`src/rtl/i_memory_stage_pkg.sv`:
```
// Shared definitions for the memory stage: datapath width, default memory
// depth, FSM state encoding and an address-width helper.
package i_memory_stage_pkg;

  localparam int unsigned WORD               = 64;
  localparam int unsigned DMEM_DEPTH_DEFAULT = 32;
  localparam int unsigned REG_AW             = 5;

  typedef enum logic [1:0] {
    ST_IDLE = 2'd0,
    ST_READ = 2'd1,
    ST_RESP = 2'd2
  } state_e;

  // Index width for a memory of the given depth (never below one bit).
  function automatic int unsigned addr_bits(input int unsigned depth);
    return (depth > 1) ? $clog2(depth) : 1;
  endfunction

endpackage

```
`src/rtl/i_memory_stage_dmem.sv`:
```
// Synchronous single-port data memory: write-enabled store, registered read.
// The array itself is never reset; only the read register is.
module i_memory_stage_dmem
  import i_memory_stage_pkg::*;
#(
  parameter int unsigned DEPTH = DMEM_DEPTH_DEFAULT,
  parameter int unsigned AW    = addr_bits(DEPTH)
) (
  input  logic            clk,
  input  logic            rst_n,
  input  logic            i_we,
  input  logic            i_re,
  input  logic [AW-1:0]   i_addr,
  input  logic [WORD-1:0] i_wdata,
  output logic [WORD-1:0] o_rdata
);

  logic [WORD-1:0] r_mem [DEPTH];
  logic [WORD-1:0] r_rdata;

  // Store path: array contents survive reset.
  always_ff @(posedge clk) begin
    if (i_we) begin
      r_mem[i_addr] <= i_wdata;
    end
  end

  // Registered read; holds its value when no read is issued.
  always_ff @(posedge clk or negedge rst_n) begin
    if (!rst_n) begin
      r_rdata <= '0;
    end else if (i_re) begin
      r_rdata <= r_mem[i_addr];
    end
  end

  assign o_rdata = r_rdata;

endmodule

```
`src/rtl/i_memory_stage.sv`:
```
// EX/MEM pipeline register plus data-memory access with a valid/ready
// handshake on both sides. Loads take an extra READ cycle for the RAM.
module i_memory_stage
  import i_memory_stage_pkg::*;
#(
  parameter int unsigned DMEM_DEPTH = DMEM_DEPTH_DEFAULT
) (
  input  logic              clk,
  input  logic              rst_n,
  input  logic              in_valid,
  output logic              in_ready,
  input  logic [WORD-1:0]   alu_result,
  input  logic [WORD-1:0]   branch_target,
  input  logic [WORD-1:0]   read_data2,
  input  logic              zero,
  input  logic              mem_read,
  input  logic              mem_write,
  input  logic              branch,
  input  logic              uncond_branch,
  input  logic              reg_write,
  input  logic              mem_to_reg,
  input  logic [REG_AW-1:0] write_reg,
  output logic              out_valid,
  input  logic              out_ready,
  output logic [WORD-1:0]   read_data,
  output logic [WORD-1:0]   alu_result_out,
  output logic [WORD-1:0]   branch_target_out,
  output logic [REG_AW-1:0] write_reg_out,
  output logic              reg_write_out,
  output logic              mem_to_reg_out,
  output logic              pc_src,
  output logic              mem_err
);

  localparam int unsigned AW = addr_bits(DMEM_DEPTH);

  state_e r_state;
  state_e w_state_nxt;

  logic [WORD-1:0]   r_alu;
  logic [WORD-1:0]   r_bt;
  logic [WORD-1:0]   r_rd2;
  logic              r_zero;
  logic              r_mem_read;
  logic              r_mem_write;
  logic              r_branch;
  logic              r_uncond;
  logic              r_reg_write;
  logic              r_mem_to_reg;
  logic [REG_AW-1:0] r_write_reg;
  logic              r_store_pend;

  logic              w_xfer;
  logic [WORD-1:0]   w_index;
  logic              w_legal;
  logic              w_is_load;
  logic [AW-1:0]     w_addr;
  logic [WORD-1:0]   w_rdata;

  assign in_ready  = (r_state == ST_IDLE) && rst_n;
  assign w_xfer    = in_valid && in_ready;
  assign w_index   = r_alu >> 3;
  assign w_legal   = (r_alu[2:0] == 3'b000) && (w_index < WORD'(DMEM_DEPTH));
  assign w_addr    = w_index[AW-1:0];
  // A store takes priority over a load when both bits are set.
  assign w_is_load = r_mem_read && !r_mem_write;

  // State register.
  always_ff @(posedge clk or negedge rst_n) begin
    if (!rst_n) begin
      r_state <= ST_IDLE;
    end else begin
      r_state <= w_state_nxt;
    end
  end

  // Next-state logic: loads detour through READ, everything else goes to RESP.
  always_comb begin
    w_state_nxt = r_state;
    unique case (r_state)
      ST_IDLE: begin
        if (w_xfer) begin
          w_state_nxt = (mem_read && !mem_write) ? ST_READ : ST_RESP;
        end
      end
      ST_READ: w_state_nxt = ST_RESP;
      ST_RESP: begin
        if (out_ready) begin
          w_state_nxt = ST_IDLE;
        end
      end
      default: w_state_nxt = ST_IDLE;
    endcase
  end

  // EX/MEM register: captured only on an accepted transfer.
  always_ff @(posedge clk or negedge rst_n) begin
    if (!rst_n) begin
      r_alu        <= '0;
      r_bt         <= '0;
      r_rd2        <= '0;
      r_zero       <= 1'b0;
      r_mem_read   <= 1'b0;
      r_mem_write  <= 1'b0;
      r_branch     <= 1'b0;
      r_uncond     <= 1'b0;
      r_reg_write  <= 1'b0;
      r_mem_to_reg <= 1'b0;
      r_write_reg  <= '0;
    end else if (w_xfer) begin
      r_alu        <= alu_result;
      r_bt         <= branch_target;
      r_rd2        <= read_data2;
      r_zero       <= zero;
      r_mem_read   <= mem_read;
      r_mem_write  <= mem_write;
      r_branch     <= branch;
      r_uncond     <= uncond_branch;
      r_reg_write  <= reg_write;
      r_mem_to_reg <= mem_to_reg;
      r_write_reg  <= write_reg;
    end
  end

  // One-shot store request for the cycle after transfer; reset cancels it.
  always_ff @(posedge clk or negedge rst_n) begin
    if (!rst_n) begin
      r_store_pend <= 1'b0;
    end else begin
      r_store_pend <= w_xfer && mem_write;
    end
  end

  i_memory_stage_dmem #(
    .DEPTH (DMEM_DEPTH),
    .AW    (AW)
  ) u_dmem (
    .clk     (clk),
    .rst_n   (rst_n),
    .i_we    (r_store_pend && w_legal),
    .i_re    ((r_state == ST_READ) && w_legal),
    .i_addr  (w_addr),
    .i_wdata (r_rd2),
    .o_rdata (w_rdata)
  );

  // The RAM read register is the read_data register; it is masked to zero
  // for anything that is not a legal load.
  assign read_data         = (w_is_load && w_legal) ? w_rdata : '0;
  assign out_valid         = (r_state == ST_RESP);
  assign alu_result_out    = r_alu;
  assign branch_target_out = r_bt;
  assign write_reg_out     = r_write_reg;
  assign reg_write_out     = r_reg_write;
  assign mem_to_reg_out    = r_mem_to_reg;
  assign pc_src            = (r_branch && r_zero) || r_uncond;
  assign mem_err           = (r_mem_read || r_mem_write) && !w_legal;

endmodule

```
`config.mk`:
```
export PLATFORM = sky130hd
export DESIGN_NAME = i_memory_stage
export DESIGN_NICKNAME = d
export VERILOG_FILES = /design/src/rtl/i_memory_stage_pkg.sv /design/src/rtl/i_memory_stage_dmem.sv /design/src/rtl/i_memory_stage.sv
export SDC_FILE = /design/constraint.sdc
export NUM_CORES = 2
export LEC_CHECK = 0
export CORE_UTILIZATION = 50
export DETAILED_ROUTE_END_ITERATION = 7
export GPL_TIMING_DRIVEN = 0
export PLACE_DENSITY = 0.78
export SLEW_MARGIN = 20
export SYNTH_ARGS = -nofsm -noshare
export SYNTH_HDL_FRONTEND = slang
export SYNTH_HIERARCHICAL = 1
export SYNTH_SLANG_ARGS = --single-unit
```
`constraint.sdc`:
```
create_clock -name clk -period 18.7 [get_ports clk]
set_input_delay 3.74 -clock clk [delete_from_list [all_inputs] [get_ports clk]]
set_output_delay 3.74 -clock clk [all_outputs]
set_load 0.01 [all_outputs]
```
==> flow_metrics.py <==
metrics = {
    "finish": {
        "area_taken_by_multi_input_logic_gates_sq_um": 19100,
        "nets": 5458,
        "post-route-cell-area_sq_um": 106000,
        "utilization_pct": 60.2,
        "drive_gt1_share_pct": 23.2,
        "final_cell_mix": "edfxtp_1 (2,048), mux2i_1 (481), clkdlybuf4s50_1 (409)",
        "most_common_cell_after_layout_fill_and_taps_aside": "edfxtp_1",
        "final-seq-area_sq_um": 68300,
        "area_growth_pct": 19.6,
        "num-fill-cells": 11876,
    },
    "place": {
        "portBuffers": 410,
        "detailed_place.area_sq_um": 98700,
        "detailed_place_hpwl_um": 179000,
        "routability_congestion_estimate": 0.887,
        "dpl_worst_slack_ns": 9.77,
    },
    "synthesis": {
        "synth_sequential_area_ratio_pct": 77.0,
        "synth.net_count": 4689,
        "asyncSetResetFlopFracSynth_pct": 11.7,
        "ys_ff_latch": 2319,
        "synth_edf_count": 2048,
        "syn_avg_cell_area_sq_um": 19.8,
        "yosys_most_used_dff": "edfxtp_1",
        "post_synth_inst_count": 4481,
        "mappedNetlistArea_sq_um": 88600,
        "yosys_warning_count": 6,
        "synthDistinctLibCells": 62,
    },
    "sta": {
        "achievable-frequency_ghz": 0.112,
        "timing.max_slew.rel_slack_pct": 2.37,
        "period_share_pct": 47.5,
        "grt_setup_unrepaired": "false",
        "tightest_slew_ns": 1.46,
        "layout_min_cycle_time_ns": 8.89,
        "timing.final.ws_setup_ns": 9.81,
        "setup_viol": 0,
        "maxSlewViolCount": 0,
        "timing.clock.skew_ns": 0.0636,
        "report.final.hold_viol_count": 0,
    },
    "drt": {
        "via_density": 6.60,
        "detailed_route_via_count": 51404,
        "detail-route-antenna-nets": 0,
        "detail_route.wirelength_um": 271000,
        "count_of_tritonroute_iterations_in_the_first_routing_pass": 8,
        "drc": 1,
        "dr.first_iter.drc_count": 8319,
        "wire_per_inst_um": 34.8,
    },
    "hold_path": {
        "hold_wc_startpoint": "branch_target_out[29]",
        "hold_depth": 1,
        "hold-path-endpoint": "branch_target_out[29]",
        "hold_path.class": "flip-flop to flip-flop",
    },
    "floorplan": {
        "placeableCoreArea_sq_um": 176000,
        "dieWidth_um": 423,
        "design.die.area_sq_um": 179000,
        "std_cell_rows": 154,
        "io_pins": 411,
        "die_height_um": 423,
        "initial_core_util_pct": 50.3,
    },
    "setup_path": {
        "criticalPathCategory": "primary input to output pin",
        "crit_path_start_kind": "primary input",
        "timing.critical_path.fanout_max": 61,
        "timing.critical_path.required_ns": 14.96,
        "rr_worst_depth": 11,
        "worst_r2r_endpoint": "u_dmem/o_rdata[53]",
        "worstSetupEndpointType": "output pin",
        "critPathArrivalTime_ns": 5.15,
        "r2r_setup_slack_ns": 13.01,
        "critical_path.reg2reg.startpoint": "alu_result_out[61]",
    },
    "clock_tree": {
        "cts_sinks": 2319,
        "hold_buf_cts": 0,
        "cts_htree_levels": 4,
        "postCtsSetupRepairBufs": 0,
        "cts-buffers-inserted": 211,
        "cts-root-buf": "clkbuf_16",
        "clock_tree_from_tritoncts": "built",
        "clk-insertion-delay-late_ns": 0.89,
        "cts.clk_slew.worst_paths_ns": 0.06,
        "post_cts_resize_count": 0,
        "cts_max_path_buffers": 3,
    },
    "power": {
        "maximum_vdd_drop_v": 0.000104,
        "power_density_nw_per_um2": 149,
        "power_leakage_nw": 35.6,
        "total_power_w": 0.0158,
    },
    "global_routing": {
        "gr-usage-all-layers_pct": 29.8,
        "grt_max_degree": 90,
        "grt_overflow": 0,
        "antenna_found_initial": 16,
        "grt_pass1_wl_um": 374000,
        "grt_pass1_vias": 51231,
    },
    "run_status": {
        "run_status": "finished, violations left",
        "violations": "DRC",
    },
    "run": {
        "count_of_max_cap_constraint_violations": 0,
    },
}
## metrics by stage
stage          setup TNS [ns]  hold slack [ns]  std cells
2_1_floorplan               0            0.481       4481
3_3_place_gp           -73.53            0.489       7231
3_5_place_dp                0            0.494       7375
4_1_cts                     0            0.508       7772
5_1_grt                     0            0.514       7779
6_report                    0            0.507       7784
## routing by layer
| metal | GRT usage [%] | share of wire, % | up-vias |
|---|---|---|---|
| met5 | 0 | 0.042 | - |
| met4 | 18.6 | 7.3 | 14 |
| met3 | 11.0 | 14 | 1092 |
| met2 | 44.7 | 45 | 4464 |
| met1 | 36.8 | 34 | 26030 |
| li1 | - | - | 19804 |
## synthesized netlist by cell type (16+ instances only)
cell          n  area, sq um
buf_6        16          180
mux2i_1     481         4810
o221ai_1     25          219
a31oi_1      84          526
nor4_1       36          225
mux2_2      251         2830
a221oi_1     18          158
a22o_1       20          175
clkbuf_1     61          229
a22oi_1      53          398
o22ai_1     136          851
nor2_1      137          514
dfrtp_1     271         6780
a21oi_1      41          205
nor3_1       44          220
nand2_1     115          432
nor3_2       28          280
a211oi_1     35          263
mux4_2      257         5790
buf_2       124          621
and2_1       24          150
buf_4        50          375
o21ai_0      22          110
edfxtp_1   2048        61500
a2111oi_0    22          193
## worst max path at each step
| stage | from | end | slack (ns) | cells after the start |
|---|---|---|---|---|
| floorplan | rst_n | in_ready | 10.85 | 1 |
| global placement | rst_n | in_ready | -1.41 | 3 |
| detailed placement | rst_n | in_ready | 9.77 | 3 |
| CTS | rst_n | in_ready | 9.77 | 3 |
| global route | rst_n | in_ready | 9.69 | 3 |
| finish | rst_n | in_ready | 9.81 | 3 |
## power by group
| part | internal [W] | switching, W | total (W) |
|---|---|---|---|
| Clock | 0.00255 | 0.00194 | 0.00448 |
| Sequential | 0.00656 | 0.000762 | 0.00732 |
| Combinational | 0.00164 | 0.00237 | 0.00400 |
## cell type report
class | instances | area share [%]
plain buffers | 260 | 1.37
diodes | 10 | 0.0236
repair buffers | 556 | 6.50
flip-flops and latches | 2319 | 64.4
multi-input cells | 1895 | 18.1
inverters | 7 | 0.0248
clock inverters | 122 | 1.40
well taps | 2340 | 2.76
clock buffers | 275 | 5.43
## registers in the layout, summed over array words and instances, names as in the netlist
name	count
r_mem_write	1
r_store_pend	1
r_zero	1
r_uncond	1
write_reg_out	5
alu_result_out	64
reg_write_out	1
r_state	2
r_branch	1
r_mem_read	1
r_rd2	64
u_dmem/r_mem	2048
u_dmem/o_rdata	64
mem_to_reg_out	1
branch_target_out	64
## logic make-up (layout without fill, tap and decap cells)
kind of cell / count (synthesis) / after routing / share of synthesized area (%)
multiplexers: 990 / 990 / 15.2
other: 0 / 10 / 0
AND/OR/NAND/NOR: 431 / 431 / 2.48
flip-flops: 2319 / 2319 / 77.0
AO/OA/AOI/OAI: 474 / 474 / 3.67
buffers and inverters: 267 / 1220 / 1.65
## critical path, cell delays in order
cell and delay [ns]:
buf_8 0.37, nor3b_1 0.33, clkdlybuf4s50_1 0.64
(Power assumes the default switching activity.)
